**src/rtl/ccff_chain_loader.sv**
```systemverilog
// ccff_chain_loader: loads a configuration flip-flop chain from a word-wide
// bitstream, MSB first, then rotates the chain once through ccff_tail ->
// ccff_head to compare read-back parity against written parity.
// chain_clk_en drives the chain's clock gate, so the chain only moves while
// bits are being shifted in or read back.
module ccff_chain_loader #(
  parameter int CHAIN_LEN = 24,
  parameter int WORD_W    = 8
) (
  input  logic              prog_clk,
  input  logic              prog_reset,
  input  logic              start,
  input  logic [WORD_W-1:0] cfg_data,
  input  logic              cfg_valid,
  output logic              cfg_ready,
  output logic              ccff_head,
  input  logic              ccff_tail,
  output logic              chain_clk_en,
  output logic              busy,
  output logic              done,
  output logic              error
);

  localparam int BC_W = $clog2(CHAIN_LEN + 1);
  localparam int WB_W = $clog2(WORD_W + 1);

  localparam logic [BC_W-1:0] BIT_LAST  = BC_W'(CHAIN_LEN - 1);
  localparam logic [WB_W-1:0] WORD_LAST = WB_W'(WORD_W - 1);

  typedef enum logic [2:0] {
    S_IDLE,
    S_LOAD,
    S_SHIFT,
    S_VERIFY,
    S_DONE
  } state_t;

  state_t            state;
  state_t            state_nxt;
  logic [WORD_W-1:0] sreg;
  logic [BC_W-1:0]   bit_cnt;
  logic [WB_W-1:0]   word_bit;
  logic              parity_wr;
  logic              parity_rd;

  wire last_bit  = (bit_cnt == BIT_LAST);
  wire last_word = (word_bit == WORD_LAST);

  // Next-state decode; the chain-end test takes priority over the word-end test
  // so a final partial word ends the load without another LOAD.
  always_comb begin
    // NOTE: every variable written here gets a default first, so no path leaves
    // it unassigned and no latch is inferred.
    state_nxt = state;
    case (state)
      S_IDLE:   if (start) state_nxt = S_LOAD;
      S_LOAD:   if (cfg_valid) state_nxt = S_SHIFT;
      S_SHIFT: begin
        if (last_bit)       state_nxt = S_VERIFY;
        else if (last_word) state_nxt = S_LOAD;
      end
      S_VERIFY: if (last_bit) state_nxt = S_DONE;
      S_DONE:   state_nxt = S_IDLE;
      default:  state_nxt = S_IDLE;
    endcase
  end

  // Serial bit into the chain: shift-register MSB while loading, the chain's
  // own tail while reading back (non-destructive rotate), otherwise 0.
  always_comb begin
    ccff_head = 1'b0;
    case (state)
      S_SHIFT:  ccff_head = sreg[WORD_W-1];
      S_VERIFY: ccff_head = ccff_tail;
      default:  ccff_head = 1'b0;
    endcase
  end

  // Sequencer state, registered status outputs, counters and parity.
  always_ff @(posedge prog_clk) begin
    // NOTE: sequential state uses non-blocking assignments only, so every
    // right-hand side sees the values from before this clock edge.
    if (prog_reset) begin
      state        <= S_IDLE;
      cfg_ready    <= 1'b0;
      chain_clk_en <= 1'b0;
      busy         <= 1'b0;
      done         <= 1'b0;
      error        <= 1'b0;
      bit_cnt      <= '0;
      word_bit     <= '0;
      parity_wr    <= 1'b0;
      parity_rd    <= 1'b0;
    end else begin
      state        <= state_nxt;
      cfg_ready    <= (state_nxt == S_LOAD);
      chain_clk_en <= (state_nxt == S_SHIFT) || (state_nxt == S_VERIFY);
      busy         <= (state_nxt != S_IDLE);
      done         <= (state_nxt == S_DONE);

      case (state)
        S_IDLE: begin
          if (start) begin
            bit_cnt   <= '0;
            parity_wr <= 1'b0;
            parity_rd <= 1'b0;
            error     <= 1'b0;
          end
        end

        S_LOAD: begin
          if (cfg_valid) begin
            // NOTE: the data shift register is deliberately not reset; every
            // bit is written by an accepted word before it reaches ccff_head.
            sreg     <= cfg_data;
            word_bit <= '0;
          end
        end

        S_SHIFT: begin
          sreg      <= sreg << 1;
          parity_wr <= parity_wr ^ sreg[WORD_W-1];
          word_bit  <= word_bit + WB_W'(1);
          if (last_bit) bit_cnt <= '0;
          else          bit_cnt <= bit_cnt + BC_W'(1);
        end

        S_VERIFY: begin
          parity_rd <= parity_rd ^ ccff_tail;
          if (last_bit) begin
            bit_cnt <= '0;
            error   <= ((parity_rd ^ ccff_tail) != parity_wr);
          end else begin
            bit_cnt <= bit_cnt + BC_W'(1);
          end
        end

        default: ;
      endcase
    end
  end

endmodule

```
**config.mk**
```make
export PLATFORM = sky130hd
export DESIGN_NAME = ccff_chain_loader
export DESIGN_NICKNAME = d
export VERILOG_FILES = /design/src/rtl/ccff_chain_loader.sv
export SDC_FILE = /design/constraint.sdc
export NUM_CORES = 1
export LEC_CHECK = 0
export CAP_MARGIN = 20
export CORE_ASPECT_RATIO = 1.5
export CORE_MARGIN = 4
export CORE_UTILIZATION = 50
export CTS_CLUSTER_SIZE = 24
export DETAILED_ROUTE_END_ITERATION = 8
export PLACE_DENSITY = 0.85
export SYNTH_ARGS = -nofsm -noshare
export SYNTH_HDL_FRONTEND = slang
export SYNTH_SLANG_ARGS = --single-unit
```
**constraint.sdc**
```tcl
create_clock -name prog_clk -period 2.34 [get_ports prog_clk]
set_input_delay 0.351 -clock prog_clk [delete_from_list [all_inputs] [get_ports prog_clk]]
set_output_delay 0.351 -clock prog_clk [all_outputs]
set_load 0.02 [all_outputs]
```
## Yosys cells after proc, flatten, opt, wreduce, memory -nomap -nowiden

Cells that the tools add are included.

| operators by class | value |
|---|---|
| bitwise gates (word level) | 3 |
| eq/ne operators | 13 |
| muxes and demuxes | 19 |
| reduce and logical (&&, ||, !) cells | 14 |
| $add $sub $neg | 2 |

Operators with widths:

| operator | number |
|---|---|
| $pmux W8 S2 | 1 |
| $mux W3 | 5 |
| $eq A3 B2 Y1 const B | 4 |
| $pmux W3 S4 | 1 |
| $mux W5 | 2 |
| $pmux W5 S2 | 1 |
| $mux W8 | 1 |
| $pmux W1 S2 | 4 |
| $pmux W4 S2 | 1 |
| $reduce_and A2 Y1 | 4 |
| $reduce_bool A2 Y1 | 4 |
| $eq A3 B1 Y1 const B | 2 |
| $ne A2 B2 Y1 const B | 3 |
| $reduce_and A3 Y1 | 2 |
| $add A5 B1 Y5 const B | 1 |
| $eq A5 B5 Y1 const B | 1 |
| $add A4 B1 Y4 const B | 1 |
| $eq A4 B3 Y1 const B | 1 |
| $mux W4 | 1 |
| $eq A3 B3 Y1 const B | 1 |
| $logic_not A3 Y1 | 1 |
| $reduce_bool A3 Y1 | 1 |
| $mux W1 | 2 |
| $reduce_or A2 Y1 | 1 |
| other kinds (4) | 5 |

| word-level totals | value |
|---|---|
| logic and storage cells | 62 |
| bits of input ports | 13 |
| flip-flop bits (word level) | 27 |
| output and inout port bits | 6 |

## Logic depth before layout (Yosys ltp)

| logic depth | value |
|---|---|
| depth after elaboration | 6 |
| mapped depth | 5 |
| gate-level depth less buffers | 5 |

## Worst setup path before layout

Ideal clock, no wire load.

| path | value |
|---|---|
| kind | register to register |
| from | register state[1] |
| to | register sreg[0], enable pin |
| buffers on the path | 1 |
| slack | 664 ps |
| cell stages (with the launch flop) | 5 |
| setup time | 373 ps |
| data required time | 1,967 ps |
| clock period less this slack | 1,676 ps |
| arrival | 1,303 ps |
| path through | dfxtp_1 > buf_4 > nand3b_1 > a21oi_1 > nor2b_1 |

| between the ends | value |
|---|---|
| cells in the longest elaborated chain, start to end | 3 |
| elaborated cells on any way between the ends | 5 |
| classes of those cells | 3 x eq/ne; 2 x reduce/logical |

Ends and longest elaborated chain:

| element | RTL line | source |
|---|---|---|
| from (decl) | 38 | `state_t state;` |
| from (signal assigned) | 95 | `state <= state_nxt;` |
| $eq A3 B1 Y1 or $eq A3 B2 Y1 (tied branches) | 101 | `case (state)` |
| $ne A2 B2 Y1 (no source line) or $reduce_bool A2 Y1 (tied branches) | n/a |  |
| $reduce_and A3 Y1 (no source line) * | n/a |  |
| to (signal assigned) | 115 | `sreg <= cfg_data;` |
| to (signal assigned) | 121 | `sreg <= sreg << 1;` |
| to (decl) | 40 | `logic [WORD_W-1:0] sreg;` |

Mark *: on every way between the ends. The rest lies on a longest branch, timed or not.
A chain may end at the register's enable or synchronous reset.

## Worst setup path in the final report

| path | value |
|---|---|
| from | register state[0] |
| to | output port ccff_head |

| between the ends | value |
|---|---|
| cells in the longest elaborated chain, start to end | 2 |
| elaborated cells on any way between the ends | 3 |
| classes of those cells | 2 x eq/ne; 1 x mux |

Ends and longest elaborated chain:

| element | RTL line | source |
|---|---|---|
| $eq A3 B2 Y1 | 72 | `case (state)` |
| $pmux W1 S2 * | 72 |  |
| to (decl) | 16 | `output logic ccff_head,` |

Marked as above.

==> metrics.log <==
[metrics] Resized cells post-CTS: 0
[metrics] first-pass iteration count of the detailed router: 4
[metrics] measured slew at the worst slew-check pin: 601 ps
[metrics] setup skew after layout: 8.39 ps
[metrics] share of final-layout standard cells stronger than drive strength 1: 11.3%
[metrics] final antenna-violating net count: 0
[metrics] vertical die dimension: 69.6 um
[metrics] CTS HTree Levels: 1
[metrics] fin crit share: 91.5%
[metrics] number of buffers added to fix hold violations after cts: 0
[metrics] RePlAce Congestion: 0.780
[metrics] source of the critical timing path: state[0]$_SDFF_PP0_
[metrics] class of the tightest hold or removal check: register to register
[metrics] antenna diode instance count: 0
[metrics] Routed Wire Length: 2460 um
[metrics] total global-route track usage: 14.8%
[metrics] Root Driver: sky130_fd_sc_hd__clkbuf_4
[metrics] area added between synthesis and finish: 18.8%
[metrics] final count of hold timing violations: 0
[metrics] post-synthesis area per instance: 10.4 sq um
[metrics] count of maximum capacitance violations: 0
[metrics] share of synthesized cell area in full adder, half adder and majority cells: 1.98%
[metrics] YS warnings: 0
[metrics] share of synthesized registers carrying an async set or reset: 0%
[metrics] most used flip-flop cell after synthesis: sky130_fd_sc_hd__dfxtp_1
[metrics] number of antenna violations at the first check in global routing: 0
[metrics] initial standard-cell utilization of the core: 52.2%
[metrics] data arrival at the endpoint of the critical path: 1790 ps
[metrics] worst reg2reg startpoint: state[0]$_SDFF_PP0_
[metrics] number of flip-flops and latches in the synthesized netlist: 27
[metrics] end-of-flow core utilization: 62.0%
[metrics] Final Max Slew Viols: 0
[metrics] startpoint type of the worst setup path: register
[metrics] detailed-route wire length per cell: 14.8 um
[metrics] die area: 3420 sq um
[metrics] Worst IR Drop VDD: 0.320 mV
[metrics] parity-gate share of the synthesized area counting xor and xnor cells: 2.08%
[metrics] Final HPWL DP: 1880 um
[metrics] Worst-path clk slew: 140 ps
[metrics] result of the run: finished, final reports clean
[metrics] standard cell with the maximum stage delay on the critical path: sky130_fd_sc_hd__clkdlybuf4s50_1
[metrics] final-report setup violation count: 0
[metrics] type of destination of the critical path: output port
[metrics] number of enable flip-flop cells after synthesis: 8
[metrics] leakage power summed over all cells: 0.504 nW
[metrics] final instance area: 1500 sq um
[metrics] total congestion overflow after global routing: 0
[metrics] min cycle time layout: 2140 ps
[metrics] postcts setup bufs: 0
[metrics] complex-gate fraction of the synthesized area: 15.5%
[metrics] crit-path max FO: 11
[metrics] total clock sinks: 27
[metrics] worst slew margin relative to its limit: 59.9%
[metrics] global-route wire length before repair: 4110 um
[metrics] critical path required time: 1990 ps
[metrics] cell area after technology mapping: 1260 sq um
[metrics] achievable frequency: 467 MHz
[metrics] Cell variety after synth: 40
[metrics] count of unresolved DRC violations after routing: 0
[metrics] delay of the slowest cell on the worst path: 610 ps
[metrics] initial DRC count: 25
[metrics] top-level I/O count: 19
[metrics] TritonCTS clock tree: done
[metrics] power density normalized to cell area: 551 nW/um^2
[metrics] Min Hold Slack: 512 ps
[metrics] combinational family with the most area after synthesis: simple AND/OR/NAND/NOR gates
[metrics] setup TNS: 0 ps
[metrics] dpl cell area: 1480 sq um
[metrics] cells along the critical path: nand2_1 -> a21oi_1 -> clkdlybuf4s50_1
[metrics] hold wc startpoint: word_bit[1]$_SDFFE_PP0P_
[metrics] Worst-Skew Late Latency: 330 ps
[metrics] RSZ-0062 raised after global routing: false
[metrics] I/O Buffers: 18
[metrics] startpoint-to-endpoint class of the critical path: register to output port
[metrics] fillers: 191
[metrics] multiplexer share of the synthesized area: 6.23%
[metrics] Inst Count DP: 162
[metrics] maximum number of pins on one net before global-route repair: 15
[metrics] number of buffers inserted during clock tree synthesis: 3
[metrics] area of the core region: 2420 sq um
[metrics] DR vias: 979
[metrics] Post-Synthesis Net Count: 137
[metrics] Gate Count Post-Synth: 122
[metrics] Post-Synth Simple-Gate Area: 21.4%
[metrics] vias in the first global route: 1006
[metrics] count of standard-cell rows: 22
[metrics] register area share after synthesis: 49.1%
[metrics] number of standard cells in the final layout excluding fillers: 166
[metrics] Vias/cell: 5.90
[metrics] overall die width: 49.1 um
[metrics] maximum root-to-sink buffer count: 2
[metrics] Net count, final: 158
## worst paths after layout
| path | to | slack [ps] | cells past startpoint |
|---|---|---|---|
| max | ccff_head | 200 | 3 |
| min | word_bit[1]$_SDFFE_PP0P_ | 510 | 2 |
| max reg2reg | sreg[1]$_DFFE_PP_ | 510 | 3 |
| min reg2reg | word_bit[1]$_SDFFE_PP0P_ | 510 | 2 |
## stage by stage
step           total power, W  setup WS (ps)
6_report             0.000828            198
5_1_grt              0.000857            102
4_1_cts              0.000830            192
3_5_place_dp         0.000636            294
3_3_place_gp         0.000631            307
2_1_floorplan        0.000588            664
## routing by layer
metal	vias to the layer above	track usage [%]	part of all wire, %
li1	484	-	-
met1	463	13.9	38
met2	25	28.6	56
met3	7	2.80	3.3
met4	0	7.78	2.6
met5	-	0	0
## cell usage after synthesis (2+ instances only)
| master | instances | area (sq um) |
|---|---|---|
| sky130_fd_sc_hd__nand3_1 | 5 | 25.0 |
| sky130_fd_sc_hd__mux2_2 | 2 | 22.5 |
| sky130_fd_sc_hd__a221oi_1 | 2 | 17.5 |
| sky130_fd_sc_hd__nor2b_1 | 4 | 25.0 |
| sky130_fd_sc_hd__o21ai_0 | 2 | 10.0 |
| sky130_fd_sc_hd__nor2_1 | 4 | 15.0 |
| sky130_fd_sc_hd__nand2_1 | 9 | 33.8 |
| sky130_fd_sc_hd__clkbuf_1 | 3 | 11.3 |
| sky130_fd_sc_hd__ha_1 | 2 | 25.0 |
| sky130_fd_sc_hd__nand2b_1 | 4 | 25.0 |
| sky130_fd_sc_hd__a21oi_1 | 10 | 50.1 |
| sky130_fd_sc_hd__o211ai_1 | 3 | 22.5 |
| sky130_fd_sc_hd__nor3_1 | 5 | 25.0 |
| sky130_fd_sc_hd__or4b_1 | 2 | 20.0 |
| sky130_fd_sc_hd__inv_1 | 3 | 11.3 |
| sky130_fd_sc_hd__and2_1 | 3 | 18.8 |
| sky130_fd_sc_hd__buf_4 | 2 | 15.0 |
| sky130_fd_sc_hd__buf_2 | 2 | 10.0 |
| sky130_fd_sc_hd__a311oi_1 | 3 | 26.3 |
| sky130_fd_sc_hd__xnor2_1 | 3 | 26.3 |
| sky130_fd_sc_hd__dfxtp_1 | 19 | 380 |
| sky130_fd_sc_hd__mux2_1 | 5 | 56.3 |
| sky130_fd_sc_hd__edfxtp_1 | 8 | 240 |
## cells by family after synthesis
logic type / after synthesis
xor+xnor: 3
fa+ha+maj: 2
mux: 7
compound gates: 28
flops: 27
buf+inv: 10
simple gates: 45
## registers in the layout, indices dropped and copies added, names as in the netlist, 3 cells and up
| name | count |
|---|---|
| state | 3 |
| sreg | 8 |
| word_bit | 4 |
| bit_cnt | 5 |
## worst max-delay path, delay by kind of cell (launching register included)
family | cells | cell delay, ps
buf+inv | 1 | 610
flops | 1 | 560
compound gates | 1 | 150
simple gates | 1 | 140
## final cells by class
type	instances	area, sq um	area share (%)
timing repair buffer	23	218	14.5
sequential	27	621	41.3
multi-input combinational	85	597	39.7
clock buffer	4	26.3	1.75
tap	24	30.0	2.00
inverter	3	11.3	0.749
## report_power, final
| group | total, W | internal, W | switching (W) |
|---|---|---|---|
| registers | 0.000510 | 0.000498 | 0.0000122 |
| clock network | 0.000202 | 0.0000669 | 0.000135 |
| logic | 0.000116 | 0.0000625 | 0.0000537 |
| total | 0.000828 | 0.000627 | 0.000201 |
## cell usage in the layout (no fill, tap or decap), types with 2 or more instances in the layout
master and count:
sky130_fd_sc_hd__dfxtp_1 19, sky130_fd_sc_hd__clkdlybuf4s50_1 18, sky130_fd_sc_hd__a21oi_1 10, sky130_fd_sc_hd__nand2_1 9, sky130_fd_sc_hd__edfxtp_1 8, sky130_fd_sc_hd__mux2_1 5, sky130_fd_sc_hd__nor3_1 5, sky130_fd_sc_hd__nand3_1 5
sky130_fd_sc_hd__buf_4 5, sky130_fd_sc_hd__nand2b_1 4, sky130_fd_sc_hd__nor2b_1 4, sky130_fd_sc_hd__nor2_1 4, sky130_fd_sc_hd__inv_1 3, sky130_fd_sc_hd__a311oi_1 3, sky130_fd_sc_hd__and2_1 3, sky130_fd_sc_hd__o211ai_1 3
sky130_fd_sc_hd__xnor2_1 3, sky130_fd_sc_hd__clkbuf_4 3, sky130_fd_sc_hd__mux2_2 2, sky130_fd_sc_hd__o21ai_0 2, sky130_fd_sc_hd__a221oi_1 2, sky130_fd_sc_hd__or4b_1 2, sky130_fd_sc_hd__ha_1 2
(Power assumes the default switching activity.)
==> RTL change, RTL diff (same settings) <==
Compare `bit_cnt` against `BIT_LAST` with >= in place of ==.
--- a/src/rtl/ccff_chain_loader.sv
+++ b/src/rtl/ccff_chain_loader.sv
@@ -43,7 +43,7 @@
   logic              parity_wr;
   logic              parity_rd;
 
-  wire last_bit  = (bit_cnt == BIT_LAST);
+  wire last_bit  = (bit_cnt >= BIT_LAST);
   wire last_word = (word_bit == WORD_LAST);
 
   // Next-state decode; the chain-end test takes priority over the word-end test
Function: same outputs for any inputs over 10 cycles, from zero or initial values and one cycle with prog_reset high; that may be too few to reach the edited logic, so the function may still have changed.
==> RTL change against the unedited design <==
Sequential power increased by 2%. Routed wire length fell by 5.0%. Final area grew 1.4%. Critical path type unchanged. First-iteration DRC count down 44%. Worst setup slack got worse by 0.020 ns. Largest cell class is now multi-input combinational cells. Highest routed layer unchanged. Synthesized area is 3.2% higher. Maximum frequency is 0.90% lower. Critical endpoint unchanged. Via count is 1.6% lower. Power grew 3.7%. Global-route usage shrank 0.39 points. Sequential cell count unchanged. Non-clock buffer count decreased by 3.
==> RTL change: results (changes against the unedited design) <==
| Metric | Value |
|---|---|
| Worst EP arrival | 1.81 ns (was 1.79 ns) |
| Gpl congestion | 0.735 (was 0.780) |
| Routed WL | 2340 um (was 2460 um) |
| WHS Endpoint | error$_SDFFE_PP0P_ (was word_bit[1]$_SDFFE_PP0P_) |
| Post-DP HPWL | 1790 um (was 1880 um) |
| Synthesis-to-layout area growth | 16.8% (was 18.8%) |
| Fill cells | 213 (was 191) |
| Worst-margin pin slew | 0.610 ns (was 0.601 ns) |
| Vias post-DR | 963 (was 979) |
| Synth top area cells | dfxtp_1 29%, edfxtp_1 18%, mux2_2 6.9%, a21oi_1 3.8%, a211oi_1 2.3% (was dfxtp_1 30%, edfxtp_1 19%, mux2_1 4.5%, a21oi_1 4.0%, nand2_1 2.7%) |
| Largest net degree at the start of global routing | 17 (was 15) |
| Family with the most delay on the worst path | flip-flops (was buffers and inverters) |
| Reg2Reg Depth | 4 (was 3) |
| Post-synth top cells | 19 x dfxtp_1, 10 x a21oi_1, 8 x edfxtp_1, 8 x mux2_2, 8 x nor2_1 (was 19 x dfxtp_1, 10 x a21oi_1, 9 x nand2_1, 8 x edfxtp_1) |
| Number of global-route vias before repair | 943 (was 1006) |
| Seq/total area | 40.8% (was 41.3%) |
| DR iter-0 viols | 14 (was 25) |
| Mapped Cells | 124 (was 122) |
| Status | complete, no violations (unchanged) |
| Critical path fanouts, max | 12 (was 11) |
| Switching part of the total power | 24.5% (was 24.2%) |
| P_leak | 0.509 nW (was 0.504 nW) |
| Critical-path cell with the highest stage delay | dfxtp_1 (was clkdlybuf4s50_1) |
| Clock-cell share of area | 1.72% (was 1.75%) |
| Critical Path Max Stage Delay | 0.64 ns (was 0.61 ns) |
| Fraction of area in multi-input gates | 42.0% (was 39.7%) |
| DP Area | 1500 um^2 (was 1480 um^2) |
| Hold WS | 0.493 ns (was 0.512 ns) |
| R2R Path End | sreg[5]$_DFFE_PP_ (was sreg[1]$_DFFE_PP_) |
| Multi-input gate count | 88 (was 85) |
| Non-clk bufs | 20 (was 23) |
| Netlist cell types | 37 (was 40) |
| Largest vdd supply drop | 0.000398 V (was 0.000320 V) |
| Worst hold start | error$_SDFFE_PP0P_ (was word_bit[1]$_SDFFE_PP0P_) |
| Register area share after synthesis | 47.6% (was 49.1%) |
| Pre-CTS setup slack | 0.299 ns (was 0.294 ns) |
| R2R Setup Slk | 0.61 ns (was 0.51 ns) |
| Clk_lat worst skew | 0.31 ns (was 0.33 ns) |
| Gr usage total | 14.4% (was 14.8%) |
| Die area | 3510 um^2 (was 3420 um^2) |
| Post-synth net total | 139 (was 137) |
| Buffers on Ports | 18 (unchanged) |
-- RTL change: cell count changes after synthesis, moves of 3 or more --
cell,before,now
mux2_1,5,0
nor2_1,4,8
a211oi_1,1,4
o21a_1,0,3
and2_1,3,0
nand2_1,9,5
nand3b_1,1,4
mux2_2,2,8
-- RTL change: worst min-delay path: stages (launching register included) --
cell      delay (ns)
dfxtp_1         0.34
nand3b_1        0.07
a21oi_1         0.05
-- RTL change: metal layers --
metal	track usage (%)	routed length, um	vias up
met5	0	0	-
met1	16.2	1000	454
met4	7.38	40	0
li1	-	-	491
met3	2.32	58	4
met2	25.8	1240	14
-- RTL change: how the worst max path moves through the flow --
| stage | slack [ns] | depth (start not counted) | end |
|---|---|---|---|
| final | 0.18 | 3 | ccff_head |
| after global routing | 0.03 | 3 | ccff_head |
| after CTS | 0.11 | 3 | ccff_head |
| after detailed placement | 0.30 | 4 | ccff_head |
| after global placement | 0.35 | 4 | ccff_head |
| after floorplan | 0.55 | 4 | sreg[0]$_SDFFCE_PP0P_ |
-- RTL change: cells by family after synthesis --
logic type / after synthesis / synth area share [%]
multiplexers: 10 / 8.44
buffers and inverters: 9 / 3.45
AO/OA/AOI/OAI: 32 / 17.9
AND/OR/NAND/NOR: 41 / 18.7
flip-flops: 27 / 47.6
XOR/XNOR: 3 / 2.01
adder cells (fa/ha/maj): 2 / 1.92
-- RTL change: power by group through the flow --
stage / clock, mW / sequential (mW) / combinational (mW)
global placement: 0 / 0.531 / 0.137
finish: 0.196 / 0.522 / 0.141
global route: 0.226 / 0.526 / 0.154
floorplan: 0 / 0.531 / 0.0928
detailed placement: 0 / 0.532 / 0.142
CTS: 0.204 / 0.522 / 0.142
-- RTL change: what timing repair did --
item | CTS | global route
gates resized for setup | 0 | 1
hold endpoints to repair | 0 | 0
endpoints found under the setup margin | 0 | 1
